==> config.mk <==
export PLATFORM = sky130hd
export DESIGN_NAME = button_debounce_multi
export DESIGN_NICKNAME = d
export VERILOG_FILES = /design/src/rtl/button_pkg.sv /design/src/rtl/button_channel.sv /design/src/rtl/button_debounce_multi.sv
export SDC_FILE = /design/constraint.sdc
export NUM_CORES = 1
export LEC_CHECK = 0
export ABC_AREA = 1
export CAP_MARGIN = 25
export CORE_MARGIN = 4
export CORE_UTILIZATION = 48
export DETAILED_ROUTE_END_ITERATION = 7
export PLACE_DENSITY = 0.74
export SYNTH_ARGS = -nofsm -noshare
export SYNTH_HDL_FRONTEND = slang
export SYNTH_HIERARCHICAL = 1
export SYNTH_SLANG_ARGS = --single-unit
==> constraint.sdc <==
create_clock -name i_clk -period 4.7 [get_ports i_clk]
set_input_delay 0.94 -clock i_clk [delete_from_list [all_inputs] [get_ports i_clk]]
set_output_delay 0.94 -clock i_clk [all_outputs]
set_load 0.01 [all_outputs]
==> src/rtl/button_pkg.sv <==
// Shared types and sizing helpers for the front-panel button conditioner.
package button_pkg;

    typedef enum logic [1:0] {
        IDLE  = 2'd0,
        PRESS = 2'd1,
        LONG  = 2'd2
    } btn_state_e;

    // Width of a counter that must hold 0..max_val, never narrower than 1 bit.
    function automatic int cnt_width(input int max_val);
        int w;
        w = (max_val < 1) ? 1 : $clog2(max_val + 1);
        return (w < 1) ? 1 : w;
    endfunction

endpackage

==> src/rtl/button_channel.sv <==
// One button channel: pad synchroniser, debounce counter and press-tracking FSM
// producing one-cycle press/release/long/repeat pulses.
module button_channel
    import button_pkg::*;
#(
    parameter int DEBOUNCE_CYC = 500000,
    parameter int HOLD_CYC     = 50000000,
    parameter int REPEAT_CYC   = 10000000,
    parameter bit ACTIVE_LOW   = 1'b1
) (
    input  logic i_clk,
    input  logic i_rst,
    input  logic i_button,
    output logic o_level,
    output logic o_press,
    output logic o_release,
    output logic o_long,
    output logic o_repeat,
    output logic o_press_next
);

    localparam int DB_W   = cnt_width(DEBOUNCE_CYC);
    localparam int HOLD_W = cnt_width(HOLD_CYC);
    localparam int RPT_W  = cnt_width(REPEAT_CYC);

    localparam logic [DB_W-1:0]   DB_LAST   = DB_W'(DEBOUNCE_CYC - 1);
    localparam logic [HOLD_W-1:0] HOLD_LAST = HOLD_W'(HOLD_CYC - 1);
    localparam logic [RPT_W-1:0]  RPT_LAST  = RPT_W'((REPEAT_CYC == 0) ? 0 : REPEAT_CYC - 1);

    logic              pad_pressed;
    logic              sync1_q;
    logic              sync2_q;
    logic              level_q;
    logic              level_d;
    logic [DB_W-1:0]   dcnt_q;
    logic [DB_W-1:0]   dcnt_d;
    btn_state_e        state_q;
    logic [HOLD_W-1:0] hcnt_q;
    logic [RPT_W-1:0]  rcnt_q;
    logic              level_out_q;
    logic              press_q;
    logic              release_q;
    logic              long_q;
    logic              repeat_q;
    logic              rise_w;
    logic              fall_w;
    logic              press_d;

    assign pad_pressed = ACTIVE_LOW ? ~i_button : i_button;

    // Any cycle where s agrees with the level restarts the count.
    always_comb begin
        dcnt_d  = '0;
        level_d = level_q;
        if (sync2_q != level_q) begin
            if (dcnt_q == DB_LAST) begin
                level_d = ~level_q;
            end else begin
                dcnt_d = dcnt_q + 1'b1;
            end
        end
    end

    always_ff @(posedge i_clk) begin
        if (!i_rst) begin
            sync1_q <= 1'b0;
            sync2_q <= 1'b0;
            level_q <= 1'b0;
            dcnt_q  <= '0;
        end else begin
            sync1_q <= pad_pressed;
            sync2_q <= sync1_q;
            level_q <= level_d;
            dcnt_q  <= dcnt_d;
        end
    end

    // Edges are taken against the registered output copy so o_press lines up with o_level.
    assign rise_w  = level_q & ~level_out_q;
    assign fall_w  = ~level_q & level_out_q;
    assign press_d = (state_q == IDLE) & rise_w;

    always_ff @(posedge i_clk) begin
        if (!i_rst) begin
            state_q     <= IDLE;
            hcnt_q      <= '0;
            rcnt_q      <= '0;
            level_out_q <= 1'b0;
            press_q     <= 1'b0;
            release_q   <= 1'b0;
            long_q      <= 1'b0;
            repeat_q    <= 1'b0;
        end else begin
            level_out_q <= level_q;
            press_q     <= 1'b0;
            release_q   <= 1'b0;
            long_q      <= 1'b0;
            repeat_q    <= 1'b0;
            case (state_q)
                IDLE: begin
                    if (press_d) begin
                        state_q <= PRESS;
                        press_q <= 1'b1;
                        hcnt_q  <= '0;
                    end
                end
                PRESS: begin
                    if (fall_w) begin
                        state_q   <= IDLE;
                        release_q <= 1'b1;
                    end else if (hcnt_q == HOLD_LAST) begin
                        state_q <= LONG;
                        long_q  <= 1'b1;
                        rcnt_q  <= '0;
                    end else begin
                        hcnt_q <= hcnt_q + 1'b1;
                    end
                end
                LONG: begin
                    if (fall_w) begin
                        state_q   <= IDLE;
                        release_q <= 1'b1;
                    end else if (REPEAT_CYC != 0) begin
                        if (rcnt_q == RPT_LAST) begin
                            repeat_q <= 1'b1;
                            rcnt_q   <= '0;
                        end else begin
                            rcnt_q <= rcnt_q + 1'b1;
                        end
                    end
                end
                default: state_q <= IDLE;
            endcase
        end
    end

    assign o_level      = level_out_q;
    assign o_press      = press_q;
    assign o_release    = release_q;
    assign o_long       = long_q;
    assign o_repeat     = repeat_q;
    assign o_press_next = press_d;

endmodule

==> src/rtl/button_debounce_multi.sv <==
// N-channel push-button conditioner: independent debounce/press channels plus
// a registered any-press flag aligned with the per-channel press pulses.
module button_debounce_multi
    import button_pkg::*;
#(
    parameter int N_BTN        = 4,
    parameter int DEBOUNCE_CYC = 500000,
    parameter int HOLD_CYC     = 50000000,
    parameter int REPEAT_CYC   = 10000000,
    parameter bit ACTIVE_LOW   = 1'b1
) (
    input  logic             i_clk,
    input  logic             i_rst,
    input  logic [N_BTN-1:0] i_button,
    output logic [N_BTN-1:0] o_level,
    output logic [N_BTN-1:0] o_press,
    output logic [N_BTN-1:0] o_release,
    output logic [N_BTN-1:0] o_long,
    output logic [N_BTN-1:0] o_repeat,
    output logic             o_any_press
);

    logic [N_BTN-1:0] press_next_w;
    logic             any_press_q;

    generate
        for (genvar gi = 0; gi < N_BTN; gi++) begin : g_ch
            button_channel #(
                .DEBOUNCE_CYC(DEBOUNCE_CYC),
                .HOLD_CYC    (HOLD_CYC),
                .REPEAT_CYC  (REPEAT_CYC),
                .ACTIVE_LOW  (ACTIVE_LOW)
            ) u_ch (
                .i_clk       (i_clk),
                .i_rst       (i_rst),
                .i_button    (i_button[gi]),
                .o_level     (o_level[gi]),
                .o_press     (o_press[gi]),
                .o_release   (o_release[gi]),
                .o_long      (o_long[gi]),
                .o_repeat    (o_repeat[gi]),
                .o_press_next(press_next_w[gi])
            );
        end
    endgenerate

    // Built from each channel's next-press term so it rises with o_press, not after it.
    always_ff @(posedge i_clk) begin
        if (!i_rst) begin
            any_press_q <= 1'b0;
        end else begin
            any_press_q <= |press_next_w;
        end
    end

    assign o_any_press = any_press_q;

endmodule

==> run_summary.xml <==
<?xml version="1.0" encoding="UTF-8"?>
<metrics>
  <group name="die">
    <metric name="chipWidth" unit="um">202.6</metric>
    <metric name="die_area" unit="mm2">0.04105</metric>
    <metric name="placementRows" unit="">71</metric>
    <metric name="io_pins" unit="">27</metric>
    <metric name="placeableCoreArea" unit="mm2">0.03749</metric>
    <metric name="die-height" unit="um">202.6</metric>
    <metric name="initial_utilization" unit="%">48.49</metric>
  </group>
  <group name="power_and_ir_drop">
    <metric name="power.share.sequential" unit="%">44.0</metric>
    <metric name="p_comb_share" unit="%">6.6</metric>
    <metric name="power.switching_fraction" unit="%">23.98</metric>
    <metric name="leakage_power_of_the_design" unit="uW">0.007710</metric>
    <metric name="power.density" unit="mW/mm2">314.2</metric>
    <metric name="p_clk_share" unit="%">49.4</metric>
    <metric name="vdd_ir_drop_max" unit="mV">0.1972</metric>
    <metric name="p_switching" unit="uW">1511</metric>
    <metric name="cell_internal_pwr" unit="uW">4790</metric>
    <metric name="power" unit="uW">6301</metric>
  </group>
  <group name="yosys">
    <metric name="syn_area" unit="mm2">0.01818</metric>
    <metric name="ys_ff_latch" unit="">317</metric>
    <metric name="netlist-cell-type-count" unit="">39</metric>
    <metric name="syn-instance-count" unit="">2890</metric>
    <metric name="synth_area_leader_cell" unit="">sky130_fd_sc_hd__dfxtp_1</metric>
    <metric name="ys_top_cells_by_area" unit="">sky130_fd_sc_hd__dfxtp_1, sky130_fd_sc_hd__nand2_1, sky130_fd_sc_hd__nor2_1, sky130_fd_sc_hd__inv_1, sky130_fd_sc_hd__nand3_1</metric>
    <metric name="synth-warning-count" unit="">6</metric>
    <metric name="mappedNetlistNets" unit="">2920</metric>
    <metric name="post-synth-top-area-fraction" unit="%">34.91</metric>
    <metric name="syn-mean-instance-area" unit="um2">6.290</metric>
    <metric name="sequential_area_share_after_synthesis" unit="%">34.91</metric>
  </group>
  <group name="setup_path">
    <metric name="setup.worst_path.start_class" unit="">flop</metric>
    <metric name="worst_path_max_stage_delay" unit="ns">0.58</metric>
    <metric name="critical_path_required" unit="ns">3.76</metric>
    <metric name="cp_slowest_cell" unit="">sky130_fd_sc_hd__clkdlybuf4s50_1</metric>
    <metric name="critical_setup_path_class" unit="">flop to primary output</metric>
    <metric name="worst-path-stages" unit="">1</metric>
    <metric name="timing.reg2reg.setup_slack" unit="ns">2.26</metric>
    <metric name="timing.critical_path.fanout_max" unit="">5</metric>
    <metric name="path_cells" unit="">clkdlybuf4s50_1</metric>
    <metric name="worst-r2r-cell-count" unit="">7</metric>
    <metric name="worst_ep_arrival_time" unit="ns">1.53</metric>
    <metric name="critical-path-top-delay-family" unit="">buffers and inverters</metric>
    <metric name="path_buf_inv" unit="">1</metric>
    <metric name="setup.worst_path.end_class" unit="">primary output</metric>
  </group>
  <group name="grt">
    <metric name="globalRouteTotalUtil" unit="%">20.10</metric>
    <metric name="first_global_vias" unit="">16410</metric>
    <metric name="grt_first_pass_wirelength" unit="um">73200</metric>
    <metric name="grt_busiest_layer" unit="">met2</metric>
    <metric name="grt.overflow.total" unit="">0</metric>
    <metric name="met2_usage" unit="%">33.69</metric>
    <metric name="grt_max_degree" unit="">45</metric>
    <metric name="global_route.usage.met3" unit="%">2.971</metric>
    <metric name="met1_usage" unit="%">26.69</metric>
    <metric name="number_of_antenna_violations_at_the_first_check_in_global_routing" unit="">0</metric>
  </group>
  <group name="timing">
    <metric name="finalCriticalPeriod" unit="ns">2.471</metric>
    <metric name="setup-violations-final" unit="">0</metric>
    <metric name="final-hold-violation-count" unit="">0</metric>
    <metric name="clock.fmax" unit="GHz">0.4046</metric>
    <metric name="final_max_slew_viol_count" unit="">0</metric>
    <metric name="grt_setup_unrepaired" unit="">false</metric>
    <metric name="fin_worst_skew" unit="ns">0.01257</metric>
    <metric name="totalNegativeSetupSlack" unit="ns">0</metric>
    <metric name="timing.final.crit_share" unit="%">52.58</metric>
    <metric name="worst_slew_margin_rel" unit="%">56.71</metric>
    <metric name="worst_slew_pin_slew" unit="ns">0.6469</metric>
  </group>
  <group name="routing">
    <metric name="drt_first_pass_iters" unit="">6</metric>
    <metric name="num_vias" unit="">17890</metric>
    <metric name="wire_per_inst" unit="um">12.29</metric>
    <metric name="routed_wl" unit="um">42240</metric>
    <metric name="viasPerCell" unit="">5.205</metric>
    <metric name="dr.first_iter.drc_count" unit="">1558</metric>
    <metric name="drc" unit="">0</metric>
    <metric name="drtAntennaViolNets" unit="">0</metric>
  </group>
  <group name="cells_and_area">
    <metric name="post_route_cells_drive_above_1_share" unit="%">5.366</metric>
    <metric name="layout_commonest_cell" unit="">sky130_fd_sc_hd__nand2_1</metric>
    <metric name="design.final.nets" unit="">2926</metric>
    <metric name="most-common-layout-cells" unit="">sky130_fd_sc_hd__nand2_1, sky130_fd_sc_hd__nor2_1, sky130_fd_sc_hd__inv_1</metric>
    <metric name="antenna_cells" unit="">0</metric>
    <metric name="layout-area-overhead-vs-synth" unit="%">10.34</metric>
  </group>
  <group name="min_path">
    <metric name="hold_depth" unit="">2</metric>
    <metric name="holdCritPathClass" unit="">flop to flop</metric>
  </group>
  <group name="clocking">
    <metric name="clock-sinks" unit="">317</metric>
    <metric name="clock_latency" unit="ns">0.54</metric>
    <metric name="tritoncts" unit="">yes</metric>
    <metric name="cts_htree_levels" unit="">2</metric>
    <metric name="clk_pin_slew_worst_paths" unit="ns">0.05</metric>
    <metric name="cts_repair_resize_count" unit="">0</metric>
    <metric name="post_cts_buffers" unit="">0</metric>
    <metric name="cts_buffers" unit="">38</metric>
    <metric name="cts_buffer_depth" unit="">3</metric>
    <metric name="post_cts_hold_buffers" unit="">0</metric>
    <metric name="cts_root_buffer" unit="">sky130_fd_sc_hd__clkbuf_16</metric>
  </group>
  <group name="status">
    <metric name="status" unit="">finished, final reports clean</metric>
  </group>
  <group name="placement">
    <metric name="hpwlAfterDp" unit="um">29700</metric>
    <metric name="gpl.final_weighted_congestion" unit="">0.9103</metric>
    <metric name="io_buffers" unit="">26</metric>
  </group>
  <group name="flow_run">
    <metric name="maxCapViolations" unit="">0</metric>
  </group>
</metrics>
==> stage by stage <==
stage                     instance area, um2  instances  worst slack [ns]  hold WS [ns]  util [%]
after floorplan                        18180       2890             2.755        0.3905         -
after global placement                 18710       3367             1.889        0.3954     49.91
after detailed placement               18710       3367             1.850        0.3990     49.91
after CTS                              20060       3437             2.187        0.4133     53.50
after global routing                   20060       3437             2.023        0.4302     53.50
final                                  20060       3437             2.229        0.4100     53.50
==> synth_stat cells <==
cell / instances
sky130_fd_sc_hd__a211oi_1: 1
sky130_fd_sc_hd__a21oi_1: 197
sky130_fd_sc_hd__a21oi_4: 4
sky130_fd_sc_hd__a31oi_1: 6
sky130_fd_sc_hd__and2_1: 3
sky130_fd_sc_hd__and3_1: 6
sky130_fd_sc_hd__buf_1: 6
sky130_fd_sc_hd__buf_2: 19
sky130_fd_sc_hd__buf_4: 14
sky130_fd_sc_hd__buf_6: 11
sky130_fd_sc_hd__clkbuf_1: 15
sky130_fd_sc_hd__clkinv_1: 4
sky130_fd_sc_hd__dfxtp_1: 317
sky130_fd_sc_hd__ha_1: 24
sky130_fd_sc_hd__inv_1: 354
sky130_fd_sc_hd__inv_2: 21
sky130_fd_sc_hd__nand2_1: 786
sky130_fd_sc_hd__nand2_2: 16
sky130_fd_sc_hd__nand2_4: 6
sky130_fd_sc_hd__nand3_1: 229
sky130_fd_sc_hd__nand3_2: 8
sky130_fd_sc_hd__nand3_4: 1
sky130_fd_sc_hd__nand3b_1: 9
sky130_fd_sc_hd__nand4_1: 76
sky130_fd_sc_hd__nor2_1: 415
sky130_fd_sc_hd__nor2_2: 22
sky130_fd_sc_hd__nor2_4: 4
sky130_fd_sc_hd__nor3_1: 90
sky130_fd_sc_hd__nor3_2: 1
sky130_fd_sc_hd__nor3b_1: 5
sky130_fd_sc_hd__nor3b_2: 1
sky130_fd_sc_hd__nor4_1: 16
sky130_fd_sc_hd__o21a_1: 15
sky130_fd_sc_hd__o21ai_0: 82
sky130_fd_sc_hd__o21ai_1: 37
sky130_fd_sc_hd__o21bai_1: 3
sky130_fd_sc_hd__or2_2: 4
sky130_fd_sc_hd__xnor2_1: 8
sky130_fd_sc_hd__xor2_1: 54
==> final timing paths <==
path	endpoint	from
setup / recovery	o_level[3]	g_ch[3].u_ch/o_level
hold / removal	g_ch[3].u_ch/sync2_q	g_ch[3].u_ch/sync1_q
setup reg to reg	g_ch[3].u_ch/rcnt_q[4]	g_ch[3].u_ch/state_q[0]
hold reg to reg	g_ch[3].u_ch/sync2_q	g_ch[3].u_ch/sync1_q
==> flip-flops by register name, indices dropped and copies added (netlist names), 8 cells and up <==
name	flops
g_ch.u_ch/dcnt_q	76
g_ch.u_ch/state_q	8
g_ch.u_ch/hcnt_q	104
g_ch.u_ch/rcnt_q	96
==> final cells by class <==
cell class              instances  area [um2]
inverters                     379        1423
flip-flops and latches        317        6346
multi-input cells            2129       10010
clock inverters                17       226.5
fillers                      3660       17430
well taps                     511       639.4
clock buffers                  53        1121
repair buffers                 31       295.3
==> layer usage <==
metal	up-vias	share of wire, %
li1	9274	-
met1	8068	47
met2	463	46
met3	84	5.0
met4	0	2.3
met5	-	0
==> cells by family after synthesis <==
kind of cell               synth area share [%]
AOI/OAI and AO/OA                         10.05
DFF                                       34.91
adders and majority gates                 1.652
buffers and inverters                     10.04
xor gates and xnor gates                  2.987
and+or+nand+nor                           40.36
==> power groups by stage <==
stage	clock [uW]	combinational, uW	sequential, uW
after CTS	3200	413	2770
after floorplan	0	354	2820
final	3120	415	2770
after global routing	3310	474	2770
after detailed placement	0	411	2830
after global placement	0	398	2830
Note: power is estimated with default switching activity, not from simulation.
==> edit (config.mk and constraints unchanged) <==
`ACTIVE_LOW` is set to 1'b1 in 2 places; all go to 1'b0.
--- a/src/rtl/button_channel.sv
+++ b/src/rtl/button_channel.sv
@@ -6,7 +6,7 @@
     parameter int DEBOUNCE_CYC = 500000,
     parameter int HOLD_CYC     = 50000000,
     parameter int REPEAT_CYC   = 10000000,
-    parameter bit ACTIVE_LOW   = 1'b1
+    parameter bit ACTIVE_LOW   = 1'b0
 ) (
     input  logic i_clk,
     input  logic i_rst,
--- a/src/rtl/button_debounce_multi.sv
+++ b/src/rtl/button_debounce_multi.sv
@@ -7,7 +7,7 @@
     parameter int DEBOUNCE_CYC = 500000,
     parameter int HOLD_CYC     = 50000000,
     parameter int REPEAT_CYC   = 10000000,
-    parameter bit ACTIVE_LOW   = 1'b1
+    parameter bit ACTIVE_LOW   = 1'b0
 ) (
     input  logic             i_clk,
     input  logic             i_rst,
Function: not settled (the Yosys comparison gave no result); the edit may change what the design does.
==> edit against the unedited design <==
- sequential cell count did not move
- non-clock buffer count fell by 2
- power fell by 5.5%
- synthesized area rose by 6.6%
- design area rose by 5.0%
- largest power group is now sequential cells
- critical path depth rose by 7
- first-iteration DRC count fell by 9.6%
- cell count rose by 5.8%
- combinational power barely moved
- synthesized cell count rose by 6.8%
- setup slack got worse by 0.12 ns
- routed wire length rose by 5.3%
==> edit: results (changes against the unedited design) <==
{| class="wikitable"
! Metric !! Value
|-
| Maximum number of pins on one net before global-route repair || 60 (+33%)
|-
| Clock-cell share || 5.492% (-1.2 points)
|-
| Sequential portion of the cell area || 30.15% (-1.5 points)
|-
| Placed wire-length estimate || 31.69 mm (+6.7%)
|-
| First-pass GRT wire length || 76.88 mm (+5.0%)
|-
| Result of the run || completed
|-
| Critical path start-end classification || reg2reg
|-
| Violation count after the first detailed-routing iteration || 1409 (-9.6%)
|-
| Fraction of power spent switching nets || 24.62% (+0.65 points)
|-
| R2R depth || 8 (+1)
|-
| Worst supply voltage drop on vdd || 0.0002450 V (+24%)
|-
| Post-synthesis sequential area ratio || 32.74% (-2.2 points)
|-
| First drt pass iteration count || 5 (-1)
|-
| Final routed wirelength across all metal layers || 44.48 mm (+5.3%)
|-
| Inverters excl. clock || 402 (+6.1%)
|-
| Share of cells above drive strength 1 || 7.292% (+1.9 points)
|-
| CTS Buf Count || 37 (-2.6%)
|-
| Worst hold slack across all endpoints || 0.4122 ns (+0.002193 ns)
|-
| Number of clock buffer instances in the layout || 50 (-5.7%)
|-
| Commonest cells post-synth || sky130_fd_sc_hd__nand2_1 (870), sky130_fd_sc_hd__nor2_1 (484), sky130_fd_sc_hd__inv_1 (382)
|-
| Final nets || 3121 (+6.7%)
|-
| All-layer global routing usage || 19.75% (-0.34 points)
|-
| Gp weighted congestion || 0.9029 (-0.81%)
|-
| Layout Skew || 0.01834 ns (+0.005764 ns)
|-
| Launch point of the worst hold path || g_ch[1].u_ch/sync1_q$_SDFF_PN0_
|-
| Multi-input gates || 2304 (+8.2%)
|-
| Sequential cell count of the final layout || 317 (unchanged)
|-
| Vias in the first global route || 17401 (+6.1%)
|-
| DR WL met3 || 1.909 mm (-9.7%)
|-
| Share of synthesized cell area in full adder, half adder and majority cells || 1.549% (-0.10 points)
|-
| Source of the critical timing path || g_ch[3].u_ch/state_q[1]$_SDFFE_PN0P_
|-
| Post-synthesis xor/xnor area fraction || 3.027% (+0.040 points)
|}
edit: cell count changes in the layout (fill, tap and decap cells not counted), sizes merged, moves of 8 or more:
cell,delta
xnor2,+10
nand2,+114
nand4,+9
nor3,-35
a21oi,-24
nand3b,+10
o21a,-9
nor2,+83
nand3,+58
inv,+21
o21ai,-31
nor3b,+8
edit: worst max-delay path, stage by stage (launching register included):
cell and delay, ns:
sky130_fd_sc_hd__dfxtp_1 0.32, sky130_fd_sc_hd__inv_1 0.10, sky130_fd_sc_hd__ha_1 0.53, sky130_fd_sc_hd__inv_1 0.28, sky130_fd_sc_hd__nand3_1 0.55, sky130_fd_sc_hd__nand2_4 0.36
sky130_fd_sc_hd__o21ai_0 0.17, sky130_fd_sc_hd__nand2_1 0.06, sky130_fd_sc_hd__nor2_1 0.12
edit: through the flow:
stage	cell area, sq um	setup WS, ns	std cells
after floorplan	19380	2.697	3087
final	21050	2.104	3638
after global placement	19900	1.891	3577
after detailed placement	19900	1.805	3577
after CTS	21050	2.141	3638
after global routing	21050	1.929	3638
